===== src/rtl/tiny32_intc.sv =====
// Eight-source interrupt controller for the tiny32 core: synchronises requests, latches them
// as edge/level pending bits, masks them and drives the core's registered interrupt lines.
module tiny32_intc #(
   parameter int SOURCES     = 8,
   parameter int SYNC_STAGES = 2
) (
   input  logic               clk,
   input  logic               nreset,
   input  logic [SOURCES-1:0] irq_in,
   input  logic               sel,
   input  logic [2:0]         address,
   input  logic               nrd,
   input  logic [3:0]         nwr,
   input  logic [31:0]        wdata,
   output logic [31:0]        rdata,
   output logic [7:0]         interrupt
);

   localparam logic [7:0] IMPL = 8'((16'd1 << SOURCES) - 16'd1);

   localparam logic [2:0] A_PENDING  = 3'd0;
   localparam logic [2:0] A_ENABLE   = 3'd1;
   localparam logic [2:0] A_MODE     = 3'd2;
   localparam logic [2:0] A_POLARITY = 3'd3;
   localparam logic [2:0] A_STATUS   = 3'd4;
   localparam logic [2:0] A_SWSET    = 3'd5;
   localparam logic [2:0] A_RAW      = 3'd6;
   localparam logic [2:0] A_CTRL     = 3'd7;

   logic [7:0] irq_ext;
   logic [7:0] sync_q [SYNC_STAGES];
   logic [7:0] sync_d [SYNC_STAGES];
   logic [7:0] pending_q, pending_d;
   logic [7:0] enable_q, enable_d;
   logic [7:0] mode_q, mode_d;
   logic [7:0] polarity_q, polarity_d;
   logic       gie_q, gie_d;
   logic [7:0] s_prev_q, s_prev_d;
   logic [7:0] interrupt_q, interrupt_d;

   logic [7:0] raw;
   logic [7:0] s;
   logic [7:0] set_hw;
   logic       wr_en;
   logic [7:0] wbyte;
   logic [7:0] w1c;
   logic [7:0] swset;
   logic [7:0] rd_byte;
   logic       unused_bits;

   assign unused_bits = ^{wdata[31:8], nwr[3:1]};

   always_comb begin
      irq_ext                = '0;
      irq_ext[SOURCES-1:0]   = irq_in;
   end

   always_comb begin
      sync_d[0] = irq_ext & IMPL;
      for (int k = 1; k < SYNC_STAGES; k++) begin
         sync_d[k] = sync_q[k-1];
      end
   end

   assign raw    = sync_q[SYNC_STAGES-1];
   assign s      = (raw ^ polarity_q) & IMPL;
   assign set_hw = (mode_q & s & ~s_prev_q) | (~mode_q & s);

   assign wr_en = sel & ~nwr[0];
   assign wbyte = wdata[7:0] & IMPL;
   assign w1c   = (wr_en && address == A_PENDING) ? wbyte : 8'h00;
   assign swset = (wr_en && address == A_SWSET)   ? wbyte : 8'h00;

   always_comb begin
      // A set on the same clock as a W1C wins, so the clear is applied first.
      pending_d   = ((pending_q & ~w1c) | set_hw | swset) & IMPL;
      enable_d    = enable_q;
      mode_d      = mode_q;
      polarity_d  = polarity_q;
      gie_d       = gie_q;
      s_prev_d    = s;
      interrupt_d = {8{gie_q}} & pending_q & enable_q & IMPL;
      if (wr_en) begin
         case (address)
            A_ENABLE:   enable_d   = wbyte;
            A_MODE:     mode_d     = wbyte;
            A_POLARITY: polarity_d = wbyte;
            A_CTRL:     gie_d      = wdata[0];
            default:    ;
         endcase
      end
   end

   always_ff @(posedge clk or negedge nreset) begin
      if (!nreset) begin
         for (int k = 0; k < SYNC_STAGES; k++) begin
            sync_q[k] <= '0;
         end
         pending_q   <= '0;
         enable_q    <= '0;
         mode_q      <= '0;
         polarity_q  <= '0;
         gie_q       <= 1'b0;
         s_prev_q    <= '0;
         interrupt_q <= '0;
      end else begin
         for (int k = 0; k < SYNC_STAGES; k++) begin
            sync_q[k] <= sync_d[k];
         end
         pending_q   <= pending_d;
         enable_q    <= enable_d;
         mode_q      <= mode_d;
         polarity_q  <= polarity_d;
         gie_q       <= gie_d;
         s_prev_q    <= s_prev_d;
         interrupt_q <= interrupt_d;
      end
   end

   always_comb begin
      rd_byte = 8'h00;
      case (address)
         A_PENDING:  rd_byte = pending_q;
         A_ENABLE:   rd_byte = enable_q;
         A_MODE:     rd_byte = mode_q;
         A_POLARITY: rd_byte = polarity_q;
         A_STATUS:   rd_byte = pending_q & enable_q;
         A_SWSET:    rd_byte = 8'h00;
         A_RAW:      rd_byte = raw;
         A_CTRL:     rd_byte = {7'b0, gie_q};
         default:    rd_byte = 8'h00;
      endcase
   end

   assign rdata     = (sel && !nrd) ? {24'b0, rd_byte} : 32'h0;
   assign interrupt = interrupt_q;

endmodule


===== config.mk =====
export PLATFORM = sky130hd
export DESIGN_NAME = tiny32_intc
export DESIGN_NICKNAME = d
export VERILOG_FILES = /design/src/rtl/tiny32_intc.sv
export SDC_FILE = /design/constraint.sdc
export NUM_CORES = 1
export LEC_CHECK = 0
export ABC_AREA = 1
export BUFFER_PORTS_ARGS = -buffer_cell sky130_fd_sc_hd__clkbuf_2
export CAP_MARGIN = 20
export CORE_MARGIN = 2
export CORE_UTILIZATION = 50
export DETAILED_ROUTE_END_ITERATION = 16
export PLACE_DENSITY = 0.9
export SETUP_SLACK_MARGIN = 0.15
export SYNTH_ARGS = -nofsm -noshare
export SYNTH_HDL_FRONTEND = slang
export SYNTH_SLANG_ARGS = --single-unit

===== constraint.sdc =====
create_clock -name clk -period 1.4 [get_ports clk]
set_input_delay 0 -clock clk [delete_from_list [all_inputs] [get_ports clk]]
set_output_delay 0 -clock clk [all_outputs]
set_load 0.03 [all_outputs]

==> results of run 1 <==
==> registers in the layout (all words and copies together) (netlist names) <==
signal / cells
s_prev_q: 8
enable_q: 8
sync_d: 8
mode_q: 8
interrupt: 8
polarity_q: 8
pending_q: 8
raw: 8
gie_q: 1
==> metal layers <==
layer,wire (um),up-vias
met1,3209,1402
met3,922,59
met2,4076,252
met5,0,-
li1,-,1255
met4,508,0
==> Yosys cell counts <==
master | n | area [um2]
sky130_fd_sc_hd__a21oi_1 | 15 | 75.07
sky130_fd_sc_hd__buf_2 | 2 | 10.01
sky130_fd_sc_hd__buf_4 | 30 | 225.2
sky130_fd_sc_hd__buf_6 | 2 | 22.52
sky130_fd_sc_hd__clkinv_1 | 1 | 3.750
sky130_fd_sc_hd__conb_1 | 1 | 3.750
sky130_fd_sc_hd__dfrtp_1 | 65 | 1627
sky130_fd_sc_hd__inv_1 | 18 | 67.56
sky130_fd_sc_hd__inv_2 | 2 | 7.510
sky130_fd_sc_hd__inv_4 | 2 | 12.51
sky130_fd_sc_hd__nand2_1 | 81 | 304.0
sky130_fd_sc_hd__nand2_2 | 4 | 25.02
sky130_fd_sc_hd__nand2_4 | 1 | 11.26
sky130_fd_sc_hd__nand3_1 | 17 | 85.08
sky130_fd_sc_hd__nand4_1 | 19 | 118.9
sky130_fd_sc_hd__nand4_2 | 1 | 12.51
sky130_fd_sc_hd__nor2_1 | 20 | 75.07
sky130_fd_sc_hd__nor2_2 | 2 | 12.51
sky130_fd_sc_hd__nor2_4 | 3 | 33.78
sky130_fd_sc_hd__o21ai_0 | 10 | 50.05
sky130_fd_sc_hd__o21ai_1 | 24 | 120.1
sky130_fd_sc_hd__o21ai_2 | 8 | 70.07
sky130_fd_sc_hd__xor2_1 | 8 | 70.07
==> repair_timing <==
action,CTS,global route
pin swaps,12,23
endpoints found under the setup margin,8,9
hold endpoints to repair,105,0
buffers inserted,23,8
gates resized for setup,19,41
gates cloned,0,0
hold buffers,17,0
==> how the worst max path moves through the flow <==
stage                                 start                         to  depth (start not counted)
detailed placement               address[0]  polarity_q[4]$_DFFE_PN0P_                          6
global placement                 address[0]    enable_q[1]$_DFFE_PN0P_                          6
global route        enable_q[1]$_DFFE_PN0P_                   rdata[1]                          7
floorplan                        address[0]                   rdata[6]                          7
CTS                 enable_q[1]$_DFFE_PN0P_                   rdata[1]                          7
finish              enable_q[1]$_DFFE_PN0P_                   rdata[1]                          7
==> critical path: stages (launching register included) <==
cell and delay, ns:
sky130_fd_sc_hd__dfrtp_1 0.38, sky130_fd_sc_hd__nand2_2 0.09, sky130_fd_sc_hd__inv_2 0.07, sky130_fd_sc_hd__nand3_2 0.09, sky130_fd_sc_hd__nand2_2 0.11, sky130_fd_sc_hd__nor2_2 0.05, sky130_fd_sc_hd__a21oi_2 0.20, sky130_fd_sc_hd__buf_6 0.17
==> power by group through the flow <==
stage	registers (uW)	logic (uW)	clock network [uW]
5_1_grt	2360	1370	1660
2_1_floorplan	2390	605	0
3_3_place_gp	2340	829	0
6_report	2340	1290	1550
3_5_place_dp	2360	871	0
4_1_cts	2320	1090	1570
==> through the flow <==
stage	total power, uW	instances	instance area [um2]
3_3_place_gp	3171	453	3278
6_report	5179	517	4021
3_5_place_dp	3226	453	3278
5_1_grt	5398	517	4021
4_1_cts	4975	509	3860
2_1_floorplan	2991	359	3129
==> cell type report <==
cell class	count	share of cell area
multi-input combinational	237	0.3068
clock buffer	13	0.03703
tap	75	0.02334
inverter	23	0.02271
clock inverter	3	0.009956
sequential	65	0.4045
timing repair buffer	101	0.1957
==> kinds of logic (layout without fill, tap and decap cells) <==
group,count (synthesis),count (layout),synth area share
buffers and inverters,57,140,0.1147
other,1,24,0.001232
AOI/OAI and AO/OA,57,57,0.1036
and+or+nand+nor,148,148,0.2229
DFF,65,65,0.5345
xor gates and xnor gates,8,8,0.02303
==> qor_table.md, run 1 <==
| Step | Result | This run |
| --- | --- | --- |
| power and ir drop | Worst VDD drop | 0.0006381 V |
| layout | Nets | 488 |
| worst setup path | Worst R2R Path Depth | 9 |
| routing | Residual antenna-violating net count after detailed routing | 0 |
| grt | Met3 demand-to-capacity share in global routing | 0.08242 |
| worst setup path | CP Launch Type | register |
| layout | P&R area growth vs syn | 32.15% |
| placed design | Post-detail-place hpwl | 4684 um |
| grt | Wire length of the first global-routing pass | 12480 um |
| timing | Unrepaired setup endpoints after global routing | yes |
| cts | Clock Pin Slew Worst Setup and Hold Paths | 0.07 ns |
| timing | Fin crit period | 1.508 ns |
| routing | Number of optimization iterations in the first detailed-route pass | 8 |
| layout | Sequential cell area in the final layout | 0.001627 mm2 |
| yosys | Synth Register Bits | 65 |
| power and ir drop | Internal power | 3540 uW |
| min path | Type of the worst min-delay path | in -> reg |
| cts | Deepest level of the CTS H-tree | 3 |
| routing | Starting DRT DRC Count | 441 |
| worst setup path | Endpoint kind of the worst setup timing path | output port |
| floorplanning | # rows | 28 |
| power and ir drop | Switching share of total power | 0.3165 |
| timing | Max frequency | 663.1 MHz |
| yosys | Register area share after synthesis | 0.5345 |
| outcome | Result of the run | finished, violations left |
| routing | Routed length per instance | 16.86 um |
| grt | Met1 GRT Util | 0.3102 |
| cts | Clock buffers created by TritonCTS | 9 |
| yosys | Yosys warns | 0 |
| timing | Hold Slack | 0.1577 ns |
| worst setup path | Critical path data arrival time | 1.51 ns |
| min path | Worst hold path cell count | 6 |
| routing | Total wire length | 8716 um |
| yosys | Count of distinct cell types in the synthesized netlist | 23 |
| worst setup path | Flop2flop setup slack | 0.01 ns |
| layout | Proportion of layout cells with a drive suffix above 1 | 0.3394 |
| timing | Final setup slack of the worst path | -0.1080 ns |
| floorplanning | Floorplan die height | 82.01 um |
| routing | Residual DRC count | 0 |
| yosys | Cell area after synthesis | 0.003043 mm2 |
| timing | Number of endpoints with negative hold slack in the final report | 0 |
| grt | Global-route met2 utilization | 0.4016 |
| floorplanning | Overall die area | 0.006726 mm2 |
| power and ir drop | Part of the total power dissipated in combinational logic | 0.249 |
| worst setup path | Kind of critical path | reg -> out |
| timing | Final worst-path cycle share | 1.077 |
| worst setup path | Largest fanout on the critical path | 2 |
| worst setup path | Critical R2R Capture | interrupt[1]$_DFF_PN0_ |
| outcome | Violations in the final reports | negative setup slack |
| grt | Via count of the first global-routing pass | 2655 |
| cts | Clock tree from TritonCTS | yes |
| routing | Via count | 2968 |
| routing | Via density per instance | 5.741 |
| layout | Multi-input logic area | 0.001234 mm2 |
| grt | Routing layer with the top usage in global route | met2 |
| power and ir drop | Static power due to leakage | 0.001997 uW |
| layout | Most frequent cells in the layout | 72 x sky130_fd_sc_hd__nand2_1, 65 x sky130_fd_sc_hd__dfrtp_1, 39 x sky130_fd_sc_hd__buf_4, 31 x sky130_fd_sc_hd__clkbuf_2, 26 x sky130_fd_sc_hd__o21ai_1 |
| timing | Largest clock skew in the final design | 0.007559 ns |
| timing | Final number of max-transition violations | 0 |
| layout | Antenna Diode Count | 0 |
| floorplanning | CORE AREA | 0.005886 mm2 |
| floorplanning | Ports | 91 |
| placed design | Buffers on Ports | 39 |
| grt | Overall Global Routing Usage | 0.2584 |
| power and ir drop | Relative contribution of sequential cells to total power | 0.452 |
| floorplanning | X dimension of the die | 82.01 um |
| yosys | Synthesized area per cell | 9.056 um2 |
| power and ir drop | Net switching power of the design | 1639 uW |
| power and ir drop | Power share of the clock group | 0.300 |
| worst setup path | Launch instance of the worst register-to-register path | enable_q[1]$_DFFE_PN0P_ |
| min path | Hold Crit Endpoint | gie_q$_DFFE_PN0P_ |
| cts | Maximum clock path buffer count | 2 |
| placed design | Weighted congestion reported at the end of routability-driven placement | 0.9055 |
| cts | CTS root buf | sky130_fd_sc_hd__clkbuf_8 |
| worst setup path | Data required time of the critical path | 1.40 ns |
| floorplanning | Initial standard-cell utilization of the core | 0.5170 |
| cts | Total number of clock tree sinks | 65 |
| power and ir drop | Power per standard cell area | 1288 mW/mm2 |
| placed design | Setup slack at placement | 0.2011 ns |
| grt | Pin count of the biggest net entering global routing | 66 |
| layout | Commonest non-fill, non-tap cell in the layout | sky130_fd_sc_hd__nand2_1 |
| timing | Final-report setup violation count | 2 |
| grt | Initial antenna violation count | 0 |
| yosys | Number of instances in the synthesized netlist | 336 |
| grt | Final global-route overflow total | 0 |
| layout | Fillcell total | 395 |
| timing | Final-layout setup total negative slack | -0.1263 ns |
| layout | Final core occ | 0.6832 |
| min path | Hold Crit Start | nwr[0] |
| run | Max-cap violations | 0 |
| cts | Worst skew pair latency | 0.35 ns |
Power figures use the tool's default switching activity.
==> inputs of run 2 (changes only) <==
--- a/config.mk
+++ b/config.mk
@@ -5,7 +5,6 @@
 export SDC_FILE = /design/constraint.sdc
 export NUM_CORES = 1
 export LEC_CHECK = 0
-export ABC_AREA = 1
 export BUFFER_PORTS_ARGS = -buffer_cell sky130_fd_sc_hd__clkbuf_2
 export CAP_MARGIN = 20
 export CORE_MARGIN = 2
==> qor_table.md, run 2 <==
| Step | Result | This run |
| --- | --- | --- |
| placed design | Post-detail-place hpwl | 4301 um |
| timing | Final setup slack of the worst path | -0.1462 ns |
| timing | Max frequency | 646.7 MHz |
| routing | Via count | 2223 |
| yosys | Leading cell types by count after synthesis | 65 x sky130_fd_sc_hd__dfrtp_1, 25 x sky130_fd_sc_hd__buf_4, 25 x sky130_fd_sc_hd__mux2_2 |
| grt | Via count of the first global-routing pass | 2215 |
| outcome | Violations in the final reports | negative setup slack |
| yosys | Register area share after synthesis | 0.5433 |
| grt | Wire length of the first global-routing pass | 10690 um |
| layout | Fillcell total | 416 |
| floorplanning | CORE AREA | 0.005851 mm2 |
| power and ir drop | Internal power | 3938 uW |
| grt | Overall Global Routing Usage | 0.2222 |
| power and ir drop | Power share of the clock group | 0.350 |
| yosys | Yosys warns | 0 |
| layout | P&R area growth vs syn | 32.85% |
| grt | Global-route met2 utilization | 0.3631 |
| power and ir drop | Static power due to leakage | 0.001852 uW |
| placed design | Setup slack at placement | 0.03285 ns |
| yosys | Post-synthesis async set-or-reset flop share | 1.000 |
| power and ir drop | Relative contribution of sequential cells to total power | 0.433 |
| floorplanning | # rows | 28 |
| yosys | Post-synth top area cell | sky130_fd_sc_hd__dfrtp_1 |
| placed design | Buffers on Ports | 39 |
| routing | Residual antenna-violating net count after detailed routing | 0 |
| power and ir drop | Worst VDD drop | 0.0008580 V |
| yosys | Most frequently used cell type in the post-synthesis netlist | sky130_fd_sc_hd__dfrtp_1 |
| placed design | Total instance count after detailed placement | 360 |
| layout | Antenna Diode Count | 0 |
| worst setup path | Worst R2R Path Depth | 5 |
| routing | Residual DRC count | 0 |
| power and ir drop | Switching share of total power | 0.2820 |
| floorplanning | X dimension of the die | 81.39 um |
| min path | Type of the worst min-delay path | in -> reg |
| timing | Hold Slack | 0.1363 ns |
| layout | Sequential cell area in the final layout | 0.001627 mm2 |
| worst setup path | Flop2flop setup slack | 0.08 ns |
| timing | Fin crit period | 1.546 ns |
| yosys | Synth Register Bits | 65 |
| timing | Final number of max-transition violations | 0 |
| power and ir drop | Part of the total power dissipated in combinational logic | 0.218 |
| layout | Commonest non-fill, non-tap cell in the layout | sky130_fd_sc_hd__dfrtp_1 |
| timing | Final worst-path cycle share | 1.104 |
| grt | Initial antenna violation count | 0 |
| yosys | Dominant cells by area after synthesis | sky130_fd_sc_hd__dfrtp_1 54%, sky130_fd_sc_hd__mux2_2 9.4%, sky130_fd_sc_hd__buf_4 6.3% |
| worst setup path | Kind of critical path | reg -> out |
| yosys | Post-synth top area share | 0.5433 |
| timing | Worst relative slew slack | 0.5517 |
| grt | Final global-route overflow total | 0 |
| grt | Pin count of the biggest net entering global routing | 66 |
| timing | Final-report setup violation count | 5 |
| cts | Maximum clock path buffer count | 2 |
| layout | Non-filler instance count after layout | 413 |
| cts | Deepest level of the CTS H-tree | 3 |
| floorplanning | Ports | 91 |
| outcome | Result of the run | finished, violations left |
| timing | Largest clock skew in the final design | 0.005131 ns |
| worst setup path | Critical path data arrival time | 1.55 ns |
| layout | Nets | 384 |
| yosys | EDFF count, synth | 0 |
| routing | Total wire length | 6955 um |
| grt | Met1 GRT Util | 0.2687 |
| yosys | Cell area after synthesis | 0.002994 mm2 |
| yosys | Count of distinct cell types in the synthesized netlist | 42 |
| cts | CTS root buf | sky130_fd_sc_hd__clkbuf_8 |
| worst setup path | Data required time of the critical path | 1.40 ns |
| routing | Starting DRT DRC Count | 153 |
| placed design | Weighted congestion reported at the end of routability-driven placement | 0.8498 |
| routing | Via density per instance | 5.383 |
| worst setup path | CP Launch Type | register |
| timing | Unrepaired setup endpoints after global routing | yes |
| grt | Routing layer with the top usage in global route | met2 |
| cts | Clock buffers created by TritonCTS | 9 |
| timing | Final-layout setup total negative slack | -0.3913 ns |
| floorplanning | Initial standard-cell utilization of the core | 0.5118 |
| layout | Proportion of layout cells with a drive suffix above 1 | 0.4201 |
| yosys | Synthesized area per cell | 12.74 um2 |
| floorplanning | Floorplan die height | 81.39 um |
| grt | Met3 demand-to-capacity share in global routing | 0.08333 |
| layout | Multi-input logic area | 0.001257 mm2 |
| timing | Worst Max-Slew Pin Slew | 0.6695 ns |
| run | Max-cap violations | 0 |
| cts | Clock Pin Slew Worst Setup and Hold Paths | 0.07 ns |
| cts | Clock tree from TritonCTS | yes |
| yosys | Number of instances in the synthesized netlist | 235 |
| worst setup path | Largest fanout on the critical path | 2 |
| layout | Most frequent cells in the layout | 65 x sky130_fd_sc_hd__dfrtp_1, 42 x sky130_fd_sc_hd__buf_4, 31 x sky130_fd_sc_hd__clkbuf_2, 25 x sky130_fd_sc_hd__mux2_2, 24 x sky130_fd_sc_hd__conb_1 |
| cts | Worst skew pair latency | 0.35 ns |
| timing | Number of endpoints with negative hold slack in the final report | 0 |
| yosys | Prevailing post-synth register cell | sky130_fd_sc_hd__dfrtp_1 |
| power and ir drop | Power per standard cell area | 1379 mW/mm2 |
| worst setup path | Endpoint kind of the worst setup timing path | output port |
| routing | Number of optimization iterations in the first detailed-route pass | 4 |
| min path | Worst hold path cell count | 4 |
| routing | Routed length per instance | 16.84 um |
| floorplanning | Overall die area | 0.006624 mm2 |
| power and ir drop | Net switching power of the design | 1547 uW |
| layout | Final core occ | 0.6799 |
| cts | Total number of clock tree sinks | 65 |
## run 2: through the flow
stage	power [uW]	instance area, um2
after global routing	5751	3978
after global placement	3294	3322
after CTS	5440	3900
after floorplan	3065	3093
after detailed placement	3346	3322
final	5485	3978
## run 2: per-layer routing
layer,routed length (um),up-vias
li1,-,1013
met1,2737,1109
met2,3676,88
met3,401,13
met4,141,0
met5,0,-
## run 2: power by group through the flow
| stage | clock [uW] | sequential (uW) | combinational, uW |
|---|---|---|---|
| after floorplan | 0 | 2440 | 623 |
| after global placement | 0 | 2390 | 906 |
| after detailed placement | 0 | 2410 | 936 |
| after CTS | 1950 | 2360 | 1130 |
| after global routing | 2050 | 2410 | 1290 |
| final | 1920 | 2370 | 1190 |
## run 2: cell families (layout without fill, tap and decap cells)
| logic type | count (synthesis) | after routing | synth area share |
|---|---|---|---|
| simple gates | 48 | 48 | 0.1137 |
| compound gates | 45 | 45 | 0.1183 |
| flops | 65 | 65 | 0.5433 |
| xor+xnor | 8 | 8 | 0.02340 |
| mux | 31 | 31 | 0.1183 |
| buf+inv | 37 | 117 | 0.08190 |
| other cells | 1 | 24 | 0.001252 |
## run 2: critical path, cell delays in order (launching register included)
cell and delay [ns]:
sky130_fd_sc_hd__dfrtp_1 0.37, sky130_fd_sc_hd__mux2i_1 0.08, sky130_fd_sc_hd__o22a_1 0.21, sky130_fd_sc_hd__a221oi_2 0.31, sky130_fd_sc_hd__buf_4 0.22
## run 2: cell type report
type / count / share of cell area
sequential: 65 / 0.4089
multi-input combinational: 156 / 0.3161
timing repair buffer: 97 / 0.1865
clock buffer: 9 / 0.03114
clock inverter: 7 / 0.02988
tap: 75 / 0.02359
inverter: 4 / 0.003775
## run 2: path summary, 6_finish.rpt
check                                     startpoint                      to
max                        polarity_q[6]$_DFFE_PN0P_                rdata[6]
min                                           nwr[0]       gie_q$_DFFE_PN0P_
max reg2reg                         raw[7]$_DFF_PN0_  pending_q[7]$_DFF_PN0_
min reg2reg                      sync_d[0]$_DFF_PN0_        raw[0]$_DFF_PN0_
max in group asynchronous                     nreset     sync_d[6]$_DFF_PN0_
min in group asynchronous                     nreset   mode_q[0]$_DFFE_PN0P_
## run 2: what timing repair did
action,CTS,global route
hold endpoints to repair,105,0
hold buffers,17,0
gates cloned,0,0
resized for setup,18,15
setup buffers,14,6
pin swaps,12,5
setup endpoints to repair,8,8
==> inputs of run 3 (changes only) <==
--- a/config.mk
+++ b/config.mk
@@ -7,10 +7,13 @@
 export LEC_CHECK = 0
 export BUFFER_PORTS_ARGS = -buffer_cell sky130_fd_sc_hd__clkbuf_2
 export CAP_MARGIN = 20
+export CELL_PAD_IN_SITES_DETAIL_PLACEMENT = 1
+export CELL_PAD_IN_SITES_GLOBAL_PLACEMENT = 1
 export CORE_MARGIN = 2
-export CORE_UTILIZATION = 50
+export CORE_UTILIZATION = 43
 export DETAILED_ROUTE_END_ITERATION = 16
-export PLACE_DENSITY = 0.9
+export MAX_ROUTING_LAYER = met4
+export PLACE_DENSITY = 0.95
 export SETUP_SLACK_MARGIN = 0.15
 export SYNTH_ARGS = -nofsm -noshare
 export SYNTH_HDL_FRONTEND = slang
==> qor_table.md, run 3 (same netlist as run 2, synthesis figures left out) <==
| Step | Result | This run |
| --- | --- | --- |
| floorplanning | Ports | 91 |
| cts | Clock tree from TritonCTS | yes |
| routing | Starting DRT DRC Count | 203 |
| outcome | Result of the run | finished, violations left |
| grt | Overall Global Routing Usage | 0.2620 |
| grt | Wire length of the first global-routing pass | 14080 um |
| cts | CTS root buf | sky130_fd_sc_hd__clkbuf_8 |
| floorplanning | Initial standard-cell utilization of the core | 0.4431 |
| timing | Max frequency | 609.2 MHz |
| placed design | Area after detailed placement | 0.003363 mm2 |
| cts | Clock Pin Slew Worst Setup and Hold Paths | 0.07 ns |
| power and ir drop | Power per standard cell area | 1357 mW/mm2 |
| power and ir drop | Worst VDD drop | 0.0006389 V |
| worst setup path | Largest fanout on the critical path | 2 |
| worst setup path | CP Launch Type | register |
| floorplanning | # rows | 30 |
| timing | Fin crit period | 1.641 ns |
| timing | Final-report setup violation count | 8 |
| routing | Total wire length | 9998 um |
| cts | Clock buffers created by TritonCTS | 9 |
| placed design | Buffers on Ports | 39 |
| layout | Final Cell Area | 0.004070 mm2 |
| cts | Maximum clock path buffer count | 2 |
| layout | Commonest non-fill, non-tap cell in the layout | sky130_fd_sc_hd__dfrtp_1 |
| worst setup path | Endpoint kind of the worst setup timing path | output port |
| placed design | Weighted congestion reported at the end of routability-driven placement | 0.8225 |
| run | Max-cap violations | 0 |
| worst setup path | Worst R2R Path Depth | 4 |
| layout | Most frequent cells in the layout | 64 x sky130_fd_sc_hd__dfrtp_1, 43 x sky130_fd_sc_hd__buf_4, 31 x sky130_fd_sc_hd__clkbuf_2, 25 x sky130_fd_sc_hd__mux2_2, 24 x sky130_fd_sc_hd__conb_1 |
| routing | Via count | 2402 |
| routing | Residual DRC count | 0 |
| layout | Antenna Diode Count | 0 |
| timing | Unrepaired setup endpoints after global routing | yes |
| grt | Final global-route overflow total | 0 |
| grt | Pin count of the biggest net entering global routing | 49 |
| timing | Final-layout setup total negative slack | -0.8824 ns |
| timing | Final setup slack of the worst path | -0.2414 ns |
| timing | Final worst-path cycle share | 1.172 |
| layout | P&R area growth vs syn | 35.94% |
| layout | Nets | 387 |
| grt | Initial antenna violation count | 0 |
| worst setup path | Data required time of the critical path | 1.40 ns |
| power and ir drop | Static power due to leakage | 0.001866 uW |
| worst setup path | Critical path data arrival time | 1.64 ns |
| min path | Type of the worst min-delay path | in -> async |
| routing | Via density per instance | 5.705 |
| cts | Total number of clock tree sinks | 65 |
| floorplanning | CORE AREA | 0.006756 mm2 |
| routing | Residual antenna-violating net count after detailed routing | 0 |
| floorplanning | X dimension of the die | 87.45 um |
| outcome | Violations in the final reports | negative setup slack |
| timing | Final number of max-transition violations | 0 |
| cts | Worst skew pair latency | 0.37 ns |
| timing | Largest clock skew in the final design | 0.009347 ns |
| timing | Worst relative slew slack | 0.4393 |
| cts | Deepest level of the CTS H-tree | 3 |
| placed design | Setup slack at placement | -0.01120 ns |
| layout | Proportion of layout cells with a drive suffix above 1 | 0.4633 |
| routing | Routed length per instance | 23.75 um |
| routing | Number of optimization iterations in the first detailed-route pass | 4 |
| timing | Worst Max-Slew Pin Slew | 0.8374 ns |
| timing | Number of endpoints with negative hold slack in the final report | 0 |
| worst setup path | Flop2flop setup slack | 0.08 ns |
| placed design | Post-detail-place hpwl | 5338 um |
| floorplanning | Overall die area | 0.007647 mm2 |
| worst setup path | Kind of critical path | reg -> out |
| timing | Hold Slack | 0.1274 ns |
| floorplanning | Floorplan die height | 87.45 um |
| grt | Via count of the first global-routing pass | 2635 |
| power and ir drop | Overall power consumption | 5525 uW |
==> run 3: worst max-delay path, cell delays in order (launching register included) <==
cell                       delay, ns
sky130_fd_sc_hd__dfrtp_1        0.38
sky130_fd_sc_hd__mux2i_1        0.13
sky130_fd_sc_hd__o22a_1         0.25
sky130_fd_sc_hd__a221oi_2       0.31
sky130_fd_sc_hd__buf_4          0.22
==> run 3: area by class of cell <==
class / instances / area (um2)
multi-input cells: 156 / 1331
clock buffers: 12 / 165.2
inverters: 4 / 15.01
clock inverters: 4 / 50.05
fillers: 711 / 2686
repair buffers: 100 / 780.7
flip-flops and latches: 65 / 1628
well taps: 80 / 100.1
==> run 3: stage by stage <==
stage	util	std cells
2_1_floorplan	-	258
3_3_place_gp	0.4978	368
3_5_place_dp	0.4978	368
4_1_cts	0.5798	414
5_1_grt	0.6024	421
6_report	0.6024	421
==> run 3: worst paths after layout <==
check | from | end
setup / recovery | polarity_q[6]$_DFFE_PN0P_ | rdata[6]
min in group clk | nwr[0] | gie_q$_DFFE_PN0P_
hold reg to reg | sync_d[3]$_DFF_PN0_ | raw[3]$_DFF_PN0_
setup reg to reg | raw[0]$_DFF_PN0_ | pending_q[0]$_DFF_PN0_
hold / removal | nreset | pending_q[1]$_DFF_PN0_
max in group asynchronous | nreset | enable_q[3]$_DFFE_PN0P_
==> run 3: timing repair <==
item / in CTS / in global routing
pin swaps: 11 / 10
endpoints found under the setup margin: 8 / 11
resized for setup: 20 / 30
hold buffers: 17 / 0
endpoints found under the hold margin: 58 / 0
setup buffers: 13 / 7
==> run 3: layer usage <==
layer  GRT usage  vias to the layer above  wire, um
li1            -                     1018         -
met1      0.2841                     1235      3726
met2      0.4242                      113      5245
met3     0.08436                       36       709
met4      0.1441                        0       316
met5           -                        -         0
==> run 3: where the power goes <==
group | switching (uW) | internal (uW)
Sequential | 236 | 2180
Combinational | 746 | 629
Clock | 766 | 964
